### config.mk
export PLATFORM = sky130hd
export DESIGN_NAME = ir_saber_decoder
export DESIGN_NICKNAME = d
export VERILOG_FILES = /design/src/rtl/ir_pkg.sv /design/src/rtl/ir_input_filter.sv /design/src/rtl/ir_saber_decoder.sv
export SDC_FILE = /design/constraint.sdc
export NUM_CORES = 1
export LEC_CHECK = 0
export ABC_CLOCK_PERIOD_IN_PS = 3300
export CAP_MARGIN = 30
export CORE_ASPECT_RATIO = 1.75
export CORE_MARGIN = 5
export CORE_UTILIZATION = 42
export CTS_CLUSTER_SIZE = 28
export DETAILED_ROUTE_END_ITERATION = 8
export GPL_ROUTABILITY_DRIVEN = 0
export GPL_TIMING_DRIVEN = 0
export SLEW_MARGIN = 20
export SYNTH_ARGS = -nofsm -noshare
export SYNTH_HDL_FRONTEND = slang
export SYNTH_SLANG_ARGS = --single-unit
### constraint.sdc
create_clock -name clk_pixel_in -period 3.3 [get_ports clk_pixel_in]
set_input_delay 0.33 -clock clk_pixel_in [delete_from_list [all_inputs] [get_ports clk_pixel_in]]
set_output_delay 0.33 -clock clk_pixel_in [all_outputs]
set_load 0.05 [all_outputs]
### src/rtl/ir_pkg.sv
// Shared types and constants for the saber IR frame decoder.
// Thresholds are expressed as multiples of a half protocol unit.
package ir_pkg;

    typedef enum logic [2:0] {
        RESYNC,
        IDLE,
        LEADER,
        LEADER_SPACE,
        BIT_MARK,
        BIT_SPACE,
        CHECK
    } ir_state_e;

    localparam int BLOCK_BIT   = 0;
    localparam int LUNGE_BIT   = 1;
    localparam int RELEASE_BIT = 2;
    localparam int PARITY_BIT  = 3;
    localparam int FRAME_BITS  = 4;

    localparam int HM_1  = 1;
    localparam int HM_3  = 3;
    localparam int HM_5  = 5;
    localparam int HM_6  = 6;
    localparam int HM_10 = 10;

    // Odd parity over all four bits, and at most one command set.
    function automatic logic frame_ok(input logic [FRAME_BITS-1:0] b);
        logic par_ok;
        logic excl_ok;
        par_ok  = b[PARITY_BIT] ==
                  ~(b[BLOCK_BIT] ^ b[LUNGE_BIT] ^ b[RELEASE_BIT]);
        excl_ok = !((b[BLOCK_BIT] & b[LUNGE_BIT]) |
                    (b[BLOCK_BIT] & b[RELEASE_BIT]) |
                    (b[LUNGE_BIT] & b[RELEASE_BIT]));
        return par_ok && excl_ok;
    endfunction

endpackage

### src/rtl/ir_input_filter.sv
// Two-flop synchronizer and 3-sample majority-hold glitch filter.
// Pulses of two samples or fewer never reach ir_f.
module ir_input_filter (
    input  logic clk_pixel_in,
    input  logic rst_n_in,
    input  logic ir_rx_in,
    output logic ir_f
);

    logic [1:0] sync;
    logic [2:0] h;

    always_ff @(posedge clk_pixel_in or negedge rst_n_in) begin
        if (!rst_n_in) begin
            sync <= '0;
            h    <= '0;
            ir_f <= 1'b0;
        end else begin
            sync <= {sync[0], ir_rx_in};
            h    <= {h[1:0], sync[1]};
            if (h == 3'b111)
                ir_f <= 1'b1;
            else if (h == 3'b000)
                ir_f <= 1'b0;
        end
    end

endmodule

### src/rtl/ir_saber_decoder.sv
// Pulse-width IR frame decoder: leader, four bit marks, parity and
// exclusivity check, producing held command levels and strobes.
module ir_saber_decoder
    import ir_pkg::*;
#(
    parameter int UNIT_CYCLES = 44550
) (
    input  logic clk_pixel_in,
    input  logic rst_n_in,
    input  logic ir_rx_in,
    output logic block_out,
    output logic lunge_out,
    output logic release_out,
    output logic valid_out,
    output logic frame_error_out
);

    localparam int H     = UNIT_CYCLES / 2;
    localparam int CNT_W = $clog2(10 * H + 1);

    localparam logic [CNT_W-1:0] T1   = CNT_W'(HM_1 * H);
    localparam logic [CNT_W-1:0] T3   = CNT_W'(HM_3 * H);
    localparam logic [CNT_W-1:0] T5   = CNT_W'(HM_5 * H);
    localparam logic [CNT_W-1:0] T6   = CNT_W'(HM_6 * H);
    localparam logic [CNT_W-1:0] T6M1 = CNT_W'(HM_6 * H - 1);
    localparam logic [CNT_W-1:0] T10  = CNT_W'(HM_10 * H);

    logic                  ir_f;
    logic                  ir_f_d;
    logic                  rise;
    logic                  fall;
    logic                  ir_edge;
    logic [CNT_W-1:0]      cnt;
    ir_state_e             state;
    ir_state_e             nxt;
    logic [FRAME_BITS-1:0] bits;
    logic [1:0]            bit_cnt;

    logic w_bit;
    logic w_one;
    logic w_lead;
    logic mark_to;
    logic space_to;
    logic fault;
    logic shift_en;
    logic accept;
    logic reject;

    ir_input_filter u_filter (
        .clk_pixel_in (clk_pixel_in),
        .rst_n_in     (rst_n_in),
        .ir_rx_in     (ir_rx_in),
        .ir_f         (ir_f)
    );

    assign rise    = ir_f & ~ir_f_d;
    assign fall    = ~ir_f & ir_f_d;
    assign ir_edge = rise | fall;

    // Short window serves zero marks and bit spaces; mid window
    // serves one marks and the leader space.
    assign w_bit    = (cnt >= T1) && (cnt < T3);
    assign w_one    = (cnt >= T3) && (cnt < T5);
    assign w_lead   = (cnt >= T6) && (cnt < T10);
    assign mark_to  = (cnt == T10);
    assign space_to = (cnt == T5);

    always_ff @(posedge clk_pixel_in or negedge rst_n_in) begin
        if (!rst_n_in) begin
            ir_f_d <= 1'b0;
            cnt    <= '0;
        end else begin
            ir_f_d <= ir_f;
            if (ir_edge)
                cnt <= CNT_W'(1);
            else if (cnt != T10)
                cnt <= cnt + CNT_W'(1);
        end
    end

    always_comb begin
        fault = 1'b0;
        unique case (state)
            LEADER:       fault = (fall && !w_lead) || mark_to;
            LEADER_SPACE: fault = (rise && !w_one) || space_to;
            BIT_MARK:     fault = (fall && !(w_bit || w_one)) || mark_to;
            BIT_SPACE:    fault = (rise && !w_bit) || space_to;
            default:      fault = 1'b0;
        endcase
    end

    always_ff @(posedge clk_pixel_in or negedge rst_n_in) begin
        if (!rst_n_in)
            state <= RESYNC;
        else
            state <= nxt;
    end

    always_comb begin
        nxt = state;
        unique case (state)
            RESYNC:
                if (!ir_f && !fall && cnt >= T6M1)
                    nxt = IDLE;
            IDLE:
                if (rise)
                    nxt = LEADER;
            LEADER:
                if (fault)
                    nxt = RESYNC;
                else if (fall)
                    nxt = LEADER_SPACE;
            LEADER_SPACE:
                if (fault)
                    nxt = RESYNC;
                else if (rise)
                    nxt = BIT_MARK;
            BIT_MARK:
                if (fault)
                    nxt = RESYNC;
                else if (fall)
                    nxt = (bit_cnt == 2'(FRAME_BITS - 1)) ? CHECK : BIT_SPACE;
            BIT_SPACE:
                if (fault)
                    nxt = RESYNC;
                else if (rise)
                    nxt = BIT_MARK;
            CHECK:
                nxt = IDLE;
            default:
                nxt = RESYNC;
        endcase
    end

    always_comb begin
        shift_en = (state == BIT_MARK) && fall && !fault;
        accept   = (state == CHECK) && frame_ok(bits);
        reject   = fault || ((state == CHECK) && !frame_ok(bits));
    end

    always_ff @(posedge clk_pixel_in or negedge rst_n_in) begin
        if (!rst_n_in) begin
            bits    <= '0;
            bit_cnt <= '0;
        end else if (state == LEADER_SPACE) begin
            bit_cnt <= '0;
        end else if (shift_en) begin
            bits    <= {w_one, bits[FRAME_BITS-1:1]};
            bit_cnt <= bit_cnt + 2'd1;
        end
    end

    always_ff @(posedge clk_pixel_in or negedge rst_n_in) begin
        if (!rst_n_in) begin
            block_out       <= 1'b0;
            lunge_out       <= 1'b0;
            release_out     <= 1'b0;
            valid_out       <= 1'b0;
            frame_error_out <= 1'b0;
        end else begin
            valid_out       <= accept;
            frame_error_out <= reject;
            if (accept) begin
                block_out   <= bits[BLOCK_BIT];
                lunge_out   <= bits[LUNGE_BIT];
                release_out <= bits[RELEASE_BIT];
            end
        end
    end

endmodule

==> impl_metrics.py <==
metrics = {
    "run_status": {
        "status": "finished clean",
    },
    "timing": {
        "fin_hold_ws_ns": 0.354,
        "skew_ns": 0.00601,
        "finalSetupTns_ns": 0,
        "relSlewSlack_pct": 65.5,
        "final_max_slew_viol_count": 0,
        "rsz0062_at_grt": "false",
        "fin_crit_sh_pct": 85.6,
        "max_freq_ghz": 0.354,
        "worst_pin_slew_ns": 0.513,
        "setup_viol": 0,
        "fin_crit_ns": 2.83,
        "layout_setup_ws_ns": 0.475,
        "hold_violations": 0,
    },
    "route": {
        "drt-wirelength-per-cell_um": 14.6,
        "top_layer_used": "met4",
        "drc": 0,
        "drt_iter0_markers": 99,
        "viasPerCell": 5.38,
        "drt_pass1_iterations": 4,
        "wl_met2_um": 2860,
        "via_count": 1852,
        "wirelength_um": 5010,
        "drt-met1-wl_um": 1950,
        "antenna_left": 0,
        "dr_wl_met3_um": 91,
    },
    "yosys": {
        "synth_cells": 253,
        "synth_top_flop_cell": "dfrtp_1",
        "synth_seq_cells": 39,
        "yosysTopAreaCell": "dfrtp_1",
        "yosysSeqAreaShare_pct": 42.0,
        "syn_avg_cell_area_um2": 9.17,
        "synth-async-reset-ratio_pct": 100,
        "syn_nets": 265,
        "synth.distinct_cells": 50,
        "yosysWarnings": 0,
        "yosys-top-cells-area": "dfrtp_1 (42%), xor2_1 (4.9%), nand2_1 (4.7%)",
        "synth_top_area_share_pct": 42.0,
        "netlist_area_um2": 2320,
        "synth-edff-count": 0,
    },
    "power": {
        "fin_total_pwr_mw": 1.01,
        "irDropWorstVdd_uv": 273,
        "leakagePower_nw": 1.18,
        "power_density_nw_per_um2": 389,
    },
    "setup_path": {
        "critPathCaptureType": "flip-flop",
        "worstPathArrival_ns": 3.01,
        "worstPathRequired_ns": 3.48,
        "cp_max_fo": 9,
        "critPathKind": "reg2reg",
        "crit_path_start_kind": "flip-flop",
    },
    "final_layout": {
        "multiInputGateArea_um2": 1220,
        "final_common_cell": "dfrtp_1",
        "nets": 281,
        "nFillCells": 539,
        "stdcell_area_um2": 2610,
        "area_growth_pct": 12.2,
        "utilization_pct": 48.8,
        "diodes": 0,
        "layout-drive-gt1-share_pct": 10.7,
        "final_cells": 344,
        "seqCellArea_um2": 976,
        "layout_common_cells": "dfrtp_1 (39), nand2_1 (29), nor2_1 (28)",
    },
    "placed_design": {
        "io_buffers": 7,
        "dp.cells": 335,
        "dpl.hpwl_um": 3820,
        "placed_area_um2": 2510,
        "place_ws_ns": 0.463,
    },
    "job": {
        "drv_cap": 0,
    },
    "floorplan": {
        "dieWidth_um": 66.2,
        "core_um2": 5340,
        "fp.dieArea_um2": 7170,
        "die_y_um": 108,
        "placementRows": 35,
        "start_util_pct": 43.4,
        "io_pins": 8,
    },
    "clocking": {
        "cts_htree_levels": 2,
        "clk-insertion-delay-late_ns": 0.29,
        "root_buffer": "clkbuf_8",
        "cts_tree": "done",
        "numClockSinks": 39,
        "clk_pin_slew_worst_paths_ns": 0.08,
        "cts_made_buffers": 5,
        "postCtsSetupBuffers": 0,
        "cts_buffer_depth": 2,
    },
    "global_route": {
        "grt_pass1_vias": 1882,
        "grt_overflow_total": 0,
        "antenna_found_initial": 0,
        "grt_pass1_wl_um": 8940,
        "track_usage_pct": 15.8,
        "grt_max_degree": 25,
    },
    "min_path": {
        "holdCritPathClass": "reg2reg",
    },
}
[worst paths after layout]
kind,start,cells past startpoint,end,slack [ns]
worst max-delay path,cnt[15],9,bits[3],0.47
worst min-delay path,u_filter.sync[0],0,u_filter.sync[1],0.35
worst max register to register,cnt[15],9,bits[3],0.47
worst min register to register,u_filter.sync[0],0,u_filter.sync[1],0.35
max in group asynchronous,rst_n_in,3,u_filter.h[2],2.33
min in group asynchronous,rst_n_in,2,state[2],0.51
[cell usage after synthesis (all sizes together), types with 2 or more instances]
cell type and instances:
nor3 2, nand2b 2, xor2 13, clkbuf 8
buf 5, nor4 6, xnor2 5, and3 5
a211o 2, o21ai 16, inv 15, nor2 28
a21oi 10, mux2 2, nand2 29, nor2b 2
or3 6, or4 5, a21o 4, mux2i 4
dfrtp 39, and4 2, nand3 13, nand4 4
ha 8, a311oi 3, o211ai 2
[logic make-up after synthesis]
logic type	share of synthesized area (%)
fa+ha+maj	5.18
xor+xnor	6.79
flops	42.0
mux	3.02
compound gates	12.6
buf+inv	5.44
simple gates	24.9
[worst max-delay path, cell delays in order, from the launching register on]
cell,delay [ns]
dfrtp_1,0.38
buf_6,0.14
or4_4,0.57
nor4_2,0.27
nand3_1,0.12
o21ai_1,0.17
a21oi_1,0.10
a21o_4,0.24
nor4_4,0.39
mux2_4,0.34
[layer usage]
layer / GRT usage (%) / vias up
li1: - / 909
met1: 17.7 / 911
met2: 29.0 / 23
met3: 2.18 / 9
met4: 6.25 / 0
met5: 0 / -
[flip-flops by register name (all words and copies together), names as in the netlist, 2 cells and up]
signal	flops
cnt	18
bits	4
state	3
u_filter.h	3
bit_cnt	2
u_filter.sync	2
[report_power, final]
group | switching (mW) | internal, mW | total (mW)
Combinational | 0.103 | 0.0610 | 0.164
Clock | 0.175 | 0.147 | 0.322
Sequential | 0.0255 | 0.502 | 0.527
Total | 0.304 | 0.710 | 1.01
[cell type report]
| cell class | count | area share, % |
|---|---|---|
| Clock buffer | 5 | 2.64 |
| Inverter | 15 | 2.16 |
| Tap cell | 74 | 3.55 |
| Clock inverter | 3 | 0.768 |
| Timing Repair Buffer | 9 | 3.94 |
| Sequential cell | 39 | 37.5 |
| Multi-Input combinational cell | 186 | 46.8 |
| Buffer | 13 | 2.69 |
[what timing repair did]
action | CTS | global route
endpoints found under the hold margin | 15 | 0
hold buffers | 1 | 0
gates resized for setup | 0 | 0
Note: power is estimated with default switching activity, not from simulation.
